## config.mk

```make
export PLATFORM = sky130hd
export DESIGN_NAME = regfile_wb_arbiter
export DESIGN_NICKNAME = d
export VERILOG_FILES = /design/src/rtl/regfile_wb_arbiter.sv
export SDC_FILE = /design/constraint.sdc
export NUM_CORES = 1
export LEC_CHECK = 0
export CELL_PAD_IN_SITES_DETAIL_PLACEMENT = 0
export CELL_PAD_IN_SITES_GLOBAL_PLACEMENT = 1
export CORE_MARGIN = 2
export CORE_UTILIZATION = 28
export CTS_CLUSTER_DIAMETER = 100
export DETAILED_ROUTE_END_ITERATION = 8
export HOLD_SLACK_MARGIN = 0.03
export PLACE_DENSITY_LB_ADDON = 0.08
export SYNTH_ARGS = -nofsm -noshare
export SYNTH_HDL_FRONTEND = slang
export SYNTH_SLANG_ARGS = --single-unit
```

## constraint.sdc

```tcl
create_clock -name clk -period 1.7 [get_ports clk]
set_clock_uncertainty 0.05 [all_clocks]
set_input_delay 0.425 -clock clk [delete_from_list [all_inputs] [get_ports clk]]
set_output_delay 0.425 -clock clk [all_outputs]
set_load 0.05 [all_outputs]
```

## src/rtl/regfile_wb_arbiter.sv

```systemverilog
`timescale 1ns/1ps
// -----------------------------------------------------------------------------
// regfile_wb_arbiter
//
// Arbitrates two writeback sources (ALU and load unit) onto the single write
// port of a register file. It also keeps a per-register pending-write
// scoreboard that the issue stage sets when it reserves a destination and a
// writeback clears.
//
// Handshake: a request is presented with valid high plus stable addr/data.
// It transfers in the cycle where valid and ready are both 1. A requester that
// is not granted keeps valid, addr and data unchanged until it sees ready.
// ready is combinational from both valids, the round-robin pointer and reset.
// At most one ready is high in any cycle. The register file never stalls, so
// one write can complete every cycle.
//
// Ports
//   clk          in   clock, rising-edge state updates
//   reset        in   asynchronous, active-low reset
//   alu_valid    in   ALU writeback request
//   alu_addr     in   ALU destination register
//   alu_data     in   ALU result
//   alu_ready    out  ALU request accepted this cycle
//   mem_valid    in   load-unit writeback request
//   mem_addr     in   load-unit destination register
//   mem_data     in   load-unit data
//   mem_ready    out  load-unit request accepted this cycle
//   claim_valid  in   issue stage reserves a destination register
//   claim_addr   in   register being reserved
//   rf_we        out  registered register-file write enable
//   rf_wa        out  registered register-file write address
//   rf_wd        out  registered register-file write data
//   busy         out  registered per-register pending-write flags
// -----------------------------------------------------------------------------
module regfile_wb_arbiter #(
  parameter int DATA_W = 32,
  parameter int ADDR_W = 3
) (
  input  logic                   clk,
  input  logic                   reset,
  input  logic                   alu_valid,
  input  logic [ADDR_W-1:0]      alu_addr,
  input  logic [DATA_W-1:0]      alu_data,
  output logic                   alu_ready,
  input  logic                   mem_valid,
  input  logic [ADDR_W-1:0]      mem_addr,
  input  logic [DATA_W-1:0]      mem_data,
  output logic                   mem_ready,
  input  logic                   claim_valid,
  input  logic [ADDR_W-1:0]      claim_addr,
  output logic                   rf_we,
  output logic [ADDR_W-1:0]      rf_wa,
  output logic [DATA_W-1:0]      rf_wd,
  output logic [2**ADDR_W-1:0]   busy
);

  localparam int                NREG     = 2**ADDR_W;
  // The top register aliases the PC. It is never tracked as pending.
  localparam logic [ADDR_W-1:0] TOP_ADDR = ADDR_W'(NREG - 1);

  // mem_prio_q = 1: the load unit wins the next contention, which means the
  // ALU was granted most recently. Reset clears it so the ALU wins first.
  logic              mem_prio_q, mem_prio_d;
  logic              rf_we_q, rf_we_d;
  logic [ADDR_W-1:0] rf_wa_q, rf_wa_d;
  logic [DATA_W-1:0] rf_wd_q, rf_wd_d;
  logic [NREG-1:0]   busy_q, busy_d;

  logic              alu_grant;
  logic              mem_grant;
  logic              xfer;
  logic [ADDR_W-1:0] wr_addr;
  logic [DATA_W-1:0] wr_data;

  // ---------------------------------------------------------------------------
  // Grant logic. This is purely combinational, so a lone requester is granted
  // in the same cycle. The reset term forces both readies low while reset is
  // held, without waiting for a clock edge.
  // ---------------------------------------------------------------------------
  always_comb begin
    alu_grant = 1'b0;
    mem_grant = 1'b0;
    if (reset) begin
      if (alu_valid && mem_valid) begin
        alu_grant = ~mem_prio_q;
        mem_grant = mem_prio_q;
      end else begin
        alu_grant = alu_valid;
        mem_grant = mem_valid;
      end
    end
  end

  assign alu_ready = alu_grant;
  assign mem_ready = mem_grant;
  assign xfer      = alu_grant | mem_grant;

  // Write-path mux: the grants are one-hot, so the load-unit grant selects.
  always_comb begin
    wr_addr = alu_addr;
    wr_data = alu_data;
    if (mem_grant) begin
      wr_addr = mem_addr;
      wr_data = mem_data;
    end
  end

  // ---------------------------------------------------------------------------
  // Next-state logic
  // ---------------------------------------------------------------------------
  always_comb begin
    mem_prio_d = mem_prio_q;
    // The pointer moves only on a transfer. After an ALU grant the load unit
    // is preferred. After a load-unit grant the ALU is preferred.
    if (xfer) begin
      mem_prio_d = alu_grant;
    end
  end

  always_comb begin
    rf_we_d = xfer;
    rf_wa_d = rf_wa_q;
    rf_wd_d = rf_wd_q;
    // Address and data hold their last values when no write happens.
    if (xfer) begin
      rf_wa_d = wr_addr;
      rf_wd_d = wr_data;
    end
  end

  always_comb begin
    busy_d = busy_q;
    // The clear is applied before the set, so a claim and a writeback to the
    // same register in one cycle leave it busy. The new producer is still
    // outstanding. A re-claim of a busy register is a plain set, with no
    // counting.
    if (xfer) begin
      busy_d[wr_addr] = 1'b0;
    end
    if (claim_valid) begin
      busy_d[claim_addr] = 1'b1;
    end
    busy_d[TOP_ADDR] = 1'b0;
  end

  // ---------------------------------------------------------------------------
  // State registers. The asynchronous reset drops rf_we immediately. This
  // discards any write still waiting for the register file's falling-edge
  // capture.
  // ---------------------------------------------------------------------------
  always_ff @(posedge clk or negedge reset) begin
    if (!reset) begin
      mem_prio_q <= 1'b0;
      rf_we_q    <= 1'b0;
      rf_wa_q    <= '0;
      rf_wd_q    <= '0;
      busy_q     <= '0;
    end else begin
      mem_prio_q <= mem_prio_d;
      rf_we_q    <= rf_we_d;
      rf_wa_q    <= rf_wa_d;
      rf_wd_q    <= rf_wd_d;
      busy_q     <= busy_d;
    end
  end

  assign rf_we = rf_we_q;
  assign rf_wa = rf_wa_q;
  assign rf_wd = rf_wd_q;
  assign busy  = busy_q;

endmodule

```

Word-level counts from Yosys, hierarchy flattened --
Index checks and enable logic that the tools add are counted.
Storage, ports and cells: word-level logic and storage cells 29, bits in registers 44
Operators by class: muxes and demuxes 12, order comparisons 4, reduce and logical (&&, ||, !) cells 3, bitwise operators 5
Operators by type and width (number):
- $mux W32 | 1
- $mux W7 | 2
- $lt A3 B4 Y1 const B | 2
- $and A7 B7 Y7 | 1
- $not A7 Y7 | 1
- $or A7 B7 Y7 | 1
- $demux W1 S3 | 2
- $ge A3 B1 Y1 const B | 2
- $mux W1 | 6
- $logic_and A1 B1 Y1 | 3
- $mux W3 | 1
- $not A1 Y1 | 1
- $or A1 B1 Y1 | 1

Logic depth before layout (Yosys ltp) --
Gate-level depths: netlist of the first run.
depth in word-level cells 13, depth in mapped cells 6

Least setup slack after synthesis of the first run --
OpenSTA, ideal clock, no wires.
kind input to output, from input port mem_valid, to output port alu_ready, buffers on the path 1, stages on the path 3, slack 99 ps, data required time 1225 ps, data arrival time 1126 ps, path through buf_6 -> a21boi_0 -> and2_2
On the way: longest elaborated chain between the ends 3
Ends and longest elaborated chain:
- start, declared | RTL line 45 | input logic mem_valid,
- $logic_and A1 B1 Y1 | RTL line 84 | if (alu_valid && mem_valid) begin
- $mux W1 | RTL line 84
- $mux W1 | RTL line 83 | if (reset) begin
- end, declared | RTL line 44 | output logic alu_ready,
No other way between the ends.

Worst setup path in the final report of the first run --
from register mem_prio_q, to output port mem_ready
On the way: longest elaborated chain between the ends 2
Ends and longest elaborated chain:
- start, declared | RTL line 63 | logic mem_prio_q, mem_prio_d;
- start signal, assigned | RTL line 159 | mem_prio_q <= mem_prio_d;
- $mux W1 | RTL line 84
- $mux W1 | RTL line 83
- end, declared | RTL line 48 | output logic mem_ready,
No other way between the ends.

==> impl_table.tex, run 1 <==
\begin{tabular}{lr}
\hline
Metric & Value \\
\hline
\multicolumn{2}{l}{\textbf{Status}} \\
Status & complete, no violations \\
\multicolumn{2}{l}{\textbf{Synth}} \\
Register bit count reported by yosys & 44 \\
Seq/Total Area, Yosys & between 40 and 50\% \\
Number of enable-type register cells in the synthesized netlist & 0 \\
Total nets after synthesis & roughly 300 \\
Mux contribution to synthesized area & 14.4\% \\
Share of synthesized flip-flops with an asynchronous set or reset & 100\% \\
Netlist area before placement & between 0.002 and 0.0025 mm2 \\
Simple-gate portion of the synthesized area & about an eighth \\
Area share of the largest cell type after synthesis & between 40\% and 50\% \\
Post-synthesis cell count & 219 \\
Synthesis warning total & 0 \\
Area leader, netlist & sky130\_fd\_sc\_hd\_\_dfrtp\_1 \\
Xor and xnor area share after synthesis & 0\% \\
Synth Area in Adders & 0\% \\
Share of the synthesized area in compound gates (AO/OA/AOI/OAI) & approximately 17\% \\
Top post-synthesis cells by area & sky130\_fd\_sc\_hd\_\_dfrtp\_1 (49\%), sky130\_fd\_sc\_hd\_\_mux2i\_1 (14\%), sky130\_fd\_sc\_hd\_\_o21ai\_1 (6.5\%), sky130\_fd\_sc\_hd\_\_nand2\_1 (6.4\%), sky130\_fd\_sc\_hd\_\_buf\_12 (2.7\%) \\
Number of different library cells in the post-synthesis netlist & 35 \\
Combinational family with the most area after synthesis & compound AO/OA/AOI/OAI gates \\
Syn\_area\_per\_cell & roughly 10 um2 \\
Most used flip-flop cell after synthesis & sky130\_fd\_sc\_hd\_\_dfrtp\_1 \\
\multicolumn{2}{l}{\textbf{Layout}} \\
Area added between synthesis and finish & 89.4\% \\
Post-Layout Inst Area & 0.00422 mm2 \\
Fraction of final layout cells with drive strength greater than 1 & 23.2\% \\
Layout net count & 430 \\
Count of fill cells added during filler insertion & 688 \\
Final non-filler cell total & between 400 and 500 \\
Number of antenna diodes & 0 \\
\multicolumn{2}{l}{\textbf{Setup path}} \\
Critical path startpoint & mem\_prio\_q \\
Required time at the endpoint of the critical path & about 1200 ps \\
Worst reg-to-reg path cell count & 6 \\
Path type of the worst setup path & register to output port \\
Critical path data arrival time & around 1200 ps \\
Source of the worst register-to-register timing path & mem\_prio\_q \\
Crit path capture type & output port \\
Critical Path Fanout Max & 4 \\
Register-to-Register Setup Slack & approximately 80 ps \\
Critical R2R Capture & rf\_wd[4] \\
Startpoint kind of the worst setup timing path & register \\
\multicolumn{2}{l}{\textbf{STA}} \\
Unrepaired setup endpoints after global routing & yes \\
Fraction of the cycle the final worst path needs & between 90 and 100\% \\
Final hold viol count & 0 \\
Max Freq & 594 MHz \\
Final slew viol count & 0 \\
Count of endpoints failing setup in the final report & 0 \\
Minimum clock period & 1680 ps \\
\multicolumn{2}{l}{\textbf{Routing}} \\
Via count normalized by instance count & 4.45 \\
Detailed-route wire length & slightly above 6 mm \\
Detailed Routing Iterations Pass 1 & 4 \\
Number of DRC markers in iteration 0 & 40 \\
Wirelength per Cell & between 10 and 15 um \\
Via count & $\sim$2000 \\
DRC violation count after routing & 0 \\
Final ANT Viol Nets & 0 \\
\multicolumn{2}{l}{\textbf{Global routing}} \\
Via count of the first global-routing pass & between 1500 and 2000 \\
Gr usage total & 14.3\% \\
Global-route wire length before repair & roughly 9.8 mm \\
Maximum number of pins on one net before global-route repair & 60 \\
Antenna violations before repair & 0 \\
Total global routing overflow & 0 \\
\multicolumn{2}{l}{\textbf{Clocking}} \\
Clock latency on the worst-skew pair & approximately 290 ps \\
H-tree Lvls & 2 \\
CTS sink cnt & between 40 and 50 \\
CTS tree & yes \\
Number of CTS-inserted buffers & 5 \\
Number of buffers inserted for hold repair after clock tree synthesis & 0 \\
Clock-pin slew of the registers on the worst-case setup and hold paths & roughly 90 ps \\
Largest buffer count on any clock path & 2 \\
Clock root buffer & sky130\_fd\_sc\_hd\_\_clkbuf\_8 \\
\multicolumn{2}{l}{\textbf{Pwr}} \\
Leak pwr & between 1.5 and 2 nW \\
Maximum VDD drop & roughly 0.41 mV \\
Total power after layout & between 3 and 4 mW \\
Power density normalized to cell area & between 800 and 900 mW/mm2 \\
\multicolumn{2}{l}{\textbf{Die}} \\
Area enclosed by the die boundary & 0.00868 mm2 \\
Die extent in y & between 90 and 100 um \\
Number of top-level design ports & roughly 120 \\
Initial Util & 28.8\% \\
DIE WIDTH & 93.2 um \\
Total core area & 0.00773 mm2 \\
Row cnt & 32 \\
\multicolumn{2}{l}{\textbf{Run}} \\
Maxcap violations & 0 \\
\multicolumn{2}{l}{\textbf{Place}} \\
\# placed instances & 446 \\
Placed Instance Area & roughly 0.0041 mm2 \\
Gp weighted congestion & 0.863 \\
Final HPWL from detailed placement & about 5 mm \\
\# port buffers & between 100 and 150 \\
\multicolumn{2}{l}{\textbf{Hold path}} \\
Worst hold path type & primary input to async pin \\
\hline
\end{tabular}
## worst max path at each step
stage                            to  slack [ps]
after global routing      mem_ready         -40
after floorplan           alu_ready         100
after CTS                 mem_ready         -90
final                     mem_ready          20
after detailed placement    busy[2]        -360
after global placement      busy[2]        -330
## critical path: stages (launching register included)
cell,delay (ps)
sky130_fd_sc_hd__dfrtp_1,420
sky130_fd_sc_hd__and2b_4,310
sky130_fd_sc_hd__nor2_8,50
sky130_fd_sc_hd__buf_12,140
## power breakdown
| group | leakage, nW | internal, mW | switching, mW |
|---|---|---|---|
| combinational | 1.24 | 0.801 | 0.765 |
| clock | 0.0614 | 0.481 | 0.372 |
| sequential | 0.518 | 1.17 | 0.135 |
| total | 1.82 | 2.45 | 1.27 |
## per-stage QoR
stage	util [%]	worst slack [ps]	TNS [ps]	hold WS, ps
4_1_cts	54.5	-90.8	-99.2	88.9
6_report	54.6	15.4	0	93.4
3_5_place_dp	52.7	-357	-11080	414
5_1_grt	54.6	-39.1	-46.0	90.5
3_3_place_gp	52.7	-330	-10120	409
2_1_floorplan	-	99.1	0	79.4
## synthesized netlist by cell type (2+ instances only)
cell type / n
sky130_fd_sc_hd__mux2i_1: 32
sky130_fd_sc_hd__a32oi_1: 2
sky130_fd_sc_hd__o21ai_2: 2
sky130_fd_sc_hd__clkbuf_1: 5
sky130_fd_sc_hd__dfrtp_1: 44
sky130_fd_sc_hd__o21ai_0: 8
sky130_fd_sc_hd__nor3_1: 2
sky130_fd_sc_hd__nor3b_1: 2
sky130_fd_sc_hd__a21oi_1: 6
sky130_fd_sc_hd__nand2b_1: 3
sky130_fd_sc_hd__a31oi_1: 5
sky130_fd_sc_hd__a21o_1: 4
sky130_fd_sc_hd__o31ai_1: 4
sky130_fd_sc_hd__buf_2: 2
sky130_fd_sc_hd__o21ai_1: 29
sky130_fd_sc_hd__buf_12: 3
sky130_fd_sc_hd__inv_1: 7
sky130_fd_sc_hd__nand3_1: 4
sky130_fd_sc_hd__o211ai_1: 2
sky130_fd_sc_hd__nand2_1: 38
## cells by family (layout without fill, tap and decap cells)
group,after synthesis,in the layout
AND/OR/NAND/NOR,57,57
flip-flops,44,44
buffers and inverters,20,154
other,1,1
AO/OA/AOI/OAI,65,65
multiplexers,32,32
## cell usage in the layout, fill, tap and decap left out, types with 2 or more instances in the layout
master / count
sky130_fd_sc_hd__inv_1: 7
sky130_fd_sc_hd__a21oi_1: 6
sky130_fd_sc_hd__nand2_1: 38
sky130_fd_sc_hd__dfrtp_1: 44
sky130_fd_sc_hd__a32oi_1: 2
sky130_fd_sc_hd__clkbuf_8: 6
sky130_fd_sc_hd__clkdlybuf4s50_1: 74
sky130_fd_sc_hd__o21ai_1: 29
sky130_fd_sc_hd__nor3_1: 2
sky130_fd_sc_hd__and2_4: 2
sky130_fd_sc_hd__mux2i_1: 30
sky130_fd_sc_hd__nand3_1: 4
sky130_fd_sc_hd__buf_12: 48
sky130_fd_sc_hd__o211ai_1: 2
sky130_fd_sc_hd__o31ai_1: 4
sky130_fd_sc_hd__o21ai_0: 8
sky130_fd_sc_hd__a21o_1: 4
sky130_fd_sc_hd__buf_4: 14
sky130_fd_sc_hd__nand2b_1: 3
sky130_fd_sc_hd__nor3b_1: 2
sky130_fd_sc_hd__a31oi_1: 5
## metal layers
metal | track usage [%] | share of wire (%) | vias to the layer above
li1 | - | - | 1036
met1 | 19.2 | 46 | 909
met2 | 23.2 | 46 | 77
met3 | 3.63 | 7.2 | 5
met4 | 3.68 | 0.70 | 0
met5 | 0 | 0 | -
## what timing repair did
action | CTS | global route
setup endpoints to repair | 6 | 2
resized for setup | 5 | 7
setup buffers | 2 | 0
pin swaps | 1 | 2
## state kept, by name, summed over array words and instances (netlist names)
name,flops
busy,7
mem_prio_q,1
rf_wa,3
rf_wd,32
rf_we,1
## cell type report
class	count	area (um2)	share of cell area (%)
Multi-Input combinational cell	155	1020	24.1
Timing Repair Buffer	139	1830	43.3
Clock inverter	2	38.8	0.919
Inverter	7	26.3	0.623
Clock buffer	6	82.6	1.96
Sequential cell	44	1100	26.1
Tap cell	102	128	3.02
No activity file was read; power rests on OpenSTA's default activity.
==> inputs of run 2 (changes only) <==
CAP_MARGIN = 30   (was unset)
CORE_UTILIZATION = 30   (was 28)
clock period = 2.1 ns   (was 1.7 ns; I/O delays follow)
==> run 2 against run 1 <==
  * Die area down 6.4%
  * Critical path depth down 2
  * Sequential share of layout area up 3.4 points
  * Final cell count down 0.22%
==> impl_table.tex, run 2 (synthesis results as in run 1) <==
\begin{tabular}{lr}
\hline
Metric & Value \\
\hline
\multicolumn{2}{l}{\textbf{Routing}} \\
Via count & 2021 (was 2027) \\
Number of DRC markers in iteration 0 & 60 (was 40) \\
Detailed Routing Iterations Pass 1 & 4 (unchanged) \\
Detailed-route wire length & 6.00 mm (was 6.19 mm) \\
Final ANT Viol Nets & 0 (unchanged) \\
Via count normalized by instance count & 4.45 (about the same) \\
DRC violation count after routing & 0 (unchanged) \\
Wirelength per Cell & 13.2 um (was 13.6 um) \\
\multicolumn{2}{l}{\textbf{Clocking}} \\
Number of CTS-inserted buffers & 5 (unchanged) \\
CTS sink cnt & 44 (unchanged) \\
Clock latency on the worst-skew pair & 290 ps (about the same) \\
Largest buffer count on any clock path & 2 (unchanged) \\
CTS tree & yes (unchanged) \\
Clock root buffer & sky130\_fd\_sc\_hd\_\_clkbuf\_8 (unchanged) \\
H-tree Lvls & 2 (unchanged) \\
Clock-pin slew of the registers on the worst-case setup and hold paths & 90 ps (about the same) \\
Number of buffers inserted for hold repair after clock tree synthesis & 0 (unchanged) \\
\multicolumn{2}{l}{\textbf{Global routing}} \\
Total global routing overflow & 0 (unchanged) \\
Maximum number of pins on one net before global-route repair & 45 (was 60) \\
Gr usage total & 15.1\% (was 14.3\%) \\
Via count of the first global-routing pass & 1996 (was 1970) \\
Antenna violations before repair & 0 (unchanged) \\
Global-route wire length before repair & 10.1 mm (was 9.81 mm) \\
\multicolumn{2}{l}{\textbf{Setup path}} \\
Critical R2R Capture & rf\_wd[0] (was rf\_wd[4]) \\
Path type of the worst setup path & register to output port (unchanged) \\
Crit path capture type & output port (unchanged) \\
CP cell instances & clkdlybuf4s50\_1 (was and2b\_4 -> nor2\_8 -> buf\_12) \\
Critical Path Fanout Max & 2 (was 4) \\
Sum of buffers and inverters on the critical path & 1 (unchanged) \\
Source of the worst register-to-register timing path & mem\_prio\_q (unchanged) \\
Crit path largest cell delay & 810 ps (was 420 ps) \\
Critical path data arrival time & 1460 ps (was 1210 ps) \\
Required time at the endpoint of the critical path & 1520 ps (was 1220 ps) \\
Cell family contributing the most delay on the critical path & buffers and inverters (was flip-flops) \\
Cell with the biggest individual delay on the critical path & sky130\_fd\_sc\_hd\_\_clkdlybuf4s50\_1 (was sky130\_fd\_sc\_hd\_\_dfrtp\_1) \\
Startpoint kind of the worst setup timing path & register (unchanged) \\
Register-to-Register Setup Slack & 530 ps (was 80 ps) \\
Worst reg-to-reg path cell count & 6 (unchanged) \\
\multicolumn{2}{l}{\textbf{Pwr}} \\
Leak pwr & 1.63 nW (was 1.82 nW) \\
Power density normalized to cell area & 694 mW/mm2 (was 883 mW/mm2) \\
Clock power share & 21.2\% (was 22.9\%) \\
Portion of total power attributed to combinational logic & 40.1\% (was 42.0\%) \\
Maximum VDD drop & 0.313 mV (was 0.410 mV) \\
Part of the power in registers & 38.7\% (was 35.1\%) \\
Internal portion of total power & 1.64 mW (was 2.45 mW) \\
Net switching power of the design & 0.952 mW (was 1.27 mW) \\
Switching Share & 36.8\% (was 34.1\%) \\
Total power after layout & 2.59 mW (was 3.73 mW) \\
\multicolumn{2}{l}{\textbf{Die}} \\
Row cnt & 31 (was 32) \\
Total core area & 0.00721 mm2 (was 0.00773 mm2) \\
Die extent in y & 90.2 um (was 93.2 um) \\
Number of top-level design ports & 124 (unchanged) \\
DIE WIDTH & 90.2 um (was 93.2 um) \\
Area enclosed by the die boundary & 0.00813 mm2 (was 0.00868 mm2) \\
Initial Util & 30.9\% (was 28.8\%) \\
\multicolumn{2}{l}{\textbf{Layout}} \\
Max reg flops & 32 (unchanged) \\
Count of fill cells added during filler insertion & 694 (was 688) \\
Layout net count & 432 (was 430) \\
Number of antenna diodes & 0 (unchanged) \\
Commonest non-fill, non-tap cells in the layout & sky130\_fd\_sc\_hd\_\_clkdlybuf4s50\_1 (98), sky130\_fd\_sc\_hd\_\_dfrtp\_1 (44), sky130\_fd\_sc\_hd\_\_nand2\_1 (38) (was sky130\_fd\_sc\_hd\_\_clkdlybuf4s50\_1 (74), sky130\_fd\_sc\_hd\_\_buf\_12 (48), sky130\_fd\_sc\_hd\_\_dfrtp\_1 (44)) \\
Commonest non-fill, non-tap cell in the layout & sky130\_fd\_sc\_hd\_\_clkdlybuf4s50\_1 (unchanged) \\
Util after Layout & 51.7\% (was 54.6\%) \\
Fraction of final layout cells with drive strength greater than 1 & 15.5\% (was 23.2\%) \\
Area added between synthesis and finish & 67.5\% (was 89.4\%) \\
\multicolumn{2}{l}{\textbf{STA}} \\
Final slew viol count & 0 (unchanged) \\
Final hold viol count & 0 (unchanged) \\
Count of endpoints failing setup in the final report & 0 (unchanged) \\
Transition time at the pin with the least slew margin & around 520 ps \\
Max Freq & approximately 490 MHz \\
Slew Limit Headroom & between 60\% and 70\% \\
Minimum clock period & 2040 ps \\
Unrepaired setup endpoints after global routing & no (was yes) \\
Fraction of the cycle the final worst path needs & a little over nine tenths \\
Post-route setup TNS & 0 ps (unchanged) \\
\multicolumn{2}{l}{\textbf{Hold path}} \\
Worst hold path type & primary input to async pin (unchanged) \\
\multicolumn{2}{l}{\textbf{Run}} \\
Maxcap violations & 0 (unchanged) \\
\multicolumn{2}{l}{\textbf{Place}} \\
\# port buffers & 122 (unchanged) \\
Gp weighted congestion & 0.741 (was 0.863) \\
Final HPWL from detailed placement & 4.64 mm (was 4.89 mm) \\
\multicolumn{2}{l}{\textbf{Status}} \\
Status & complete, no violations (unchanged) \\
\hline
\end{tabular}
-- run 2: final cells by class --
cell class / count / area [um2] / area share (%)
multi-input combinational: 155 / 1000 / 26.8
timing repair buffer: 141 / 1390 / 37.2
sequential: 44 / 1100 / 29.5
clock inverter: 2 / 10.0 / 0.268
clock buffer: 6 / 82.6 / 2.21
inverter: 7 / 26.3 / 0.704
tap: 99 / 124 / 3.32
-- run 2: worst max-delay path by stage --
stage / slack (ps) / startpoint / endpoint / cells past startpoint
floorplan: 300 / mem_valid / alu_ready / 3
global placement: -60 / alu_valid / busy[5] / 7
detailed placement: -90 / alu_valid / alu_ready / 4
CTS: 5 / alu_valid / alu_ready / 4
global route: 2 / rf_wd[21] / rf_wd[21] / 1
finish: 60 / rf_wd[14] / rf_wd[14] / 1
-- run 2: power groups by stage --
stage	registers, mW	clock network [mW]	logic (mW)
2_1_floorplan	1.38	0	0.244
3_3_place_gp	1.02	0	1.04
3_5_place_dp	1.02	0	1.04
4_1_cts	1.00	0.576	1.05
5_1_grt	1.02	0.606	1.10
6_report	1.00	0.548	1.04
-- run 2: repair_timing --
item | 4_1_cts | 5_1_grt
gates resized for setup | 4 | 4
pin swaps | 0 | 1
endpoints found under the setup margin | 2 | 4
buffers inserted | 1 | 2
-- run 2: metal layers --
metal	share of wire, %	track usage [%]
met5	0	0
met2	47	24.2
met4	0.88	3.46
met3	6.5	4.11
met1	46	20.5
-- run 2: stage by stage --
step	setup slack (ps)	area, um2	instances	hold WS, ps
2_1_floorplan	299	2230	219	179
3_3_place_gp	-58.9	3600	443	374
3_5_place_dp	-94.0	3600	443	376
4_1_cts	4.95	3710	452	54.7
5_1_grt	2.14	3730	454	50.2
6_report	60.3	3730	454	58.7
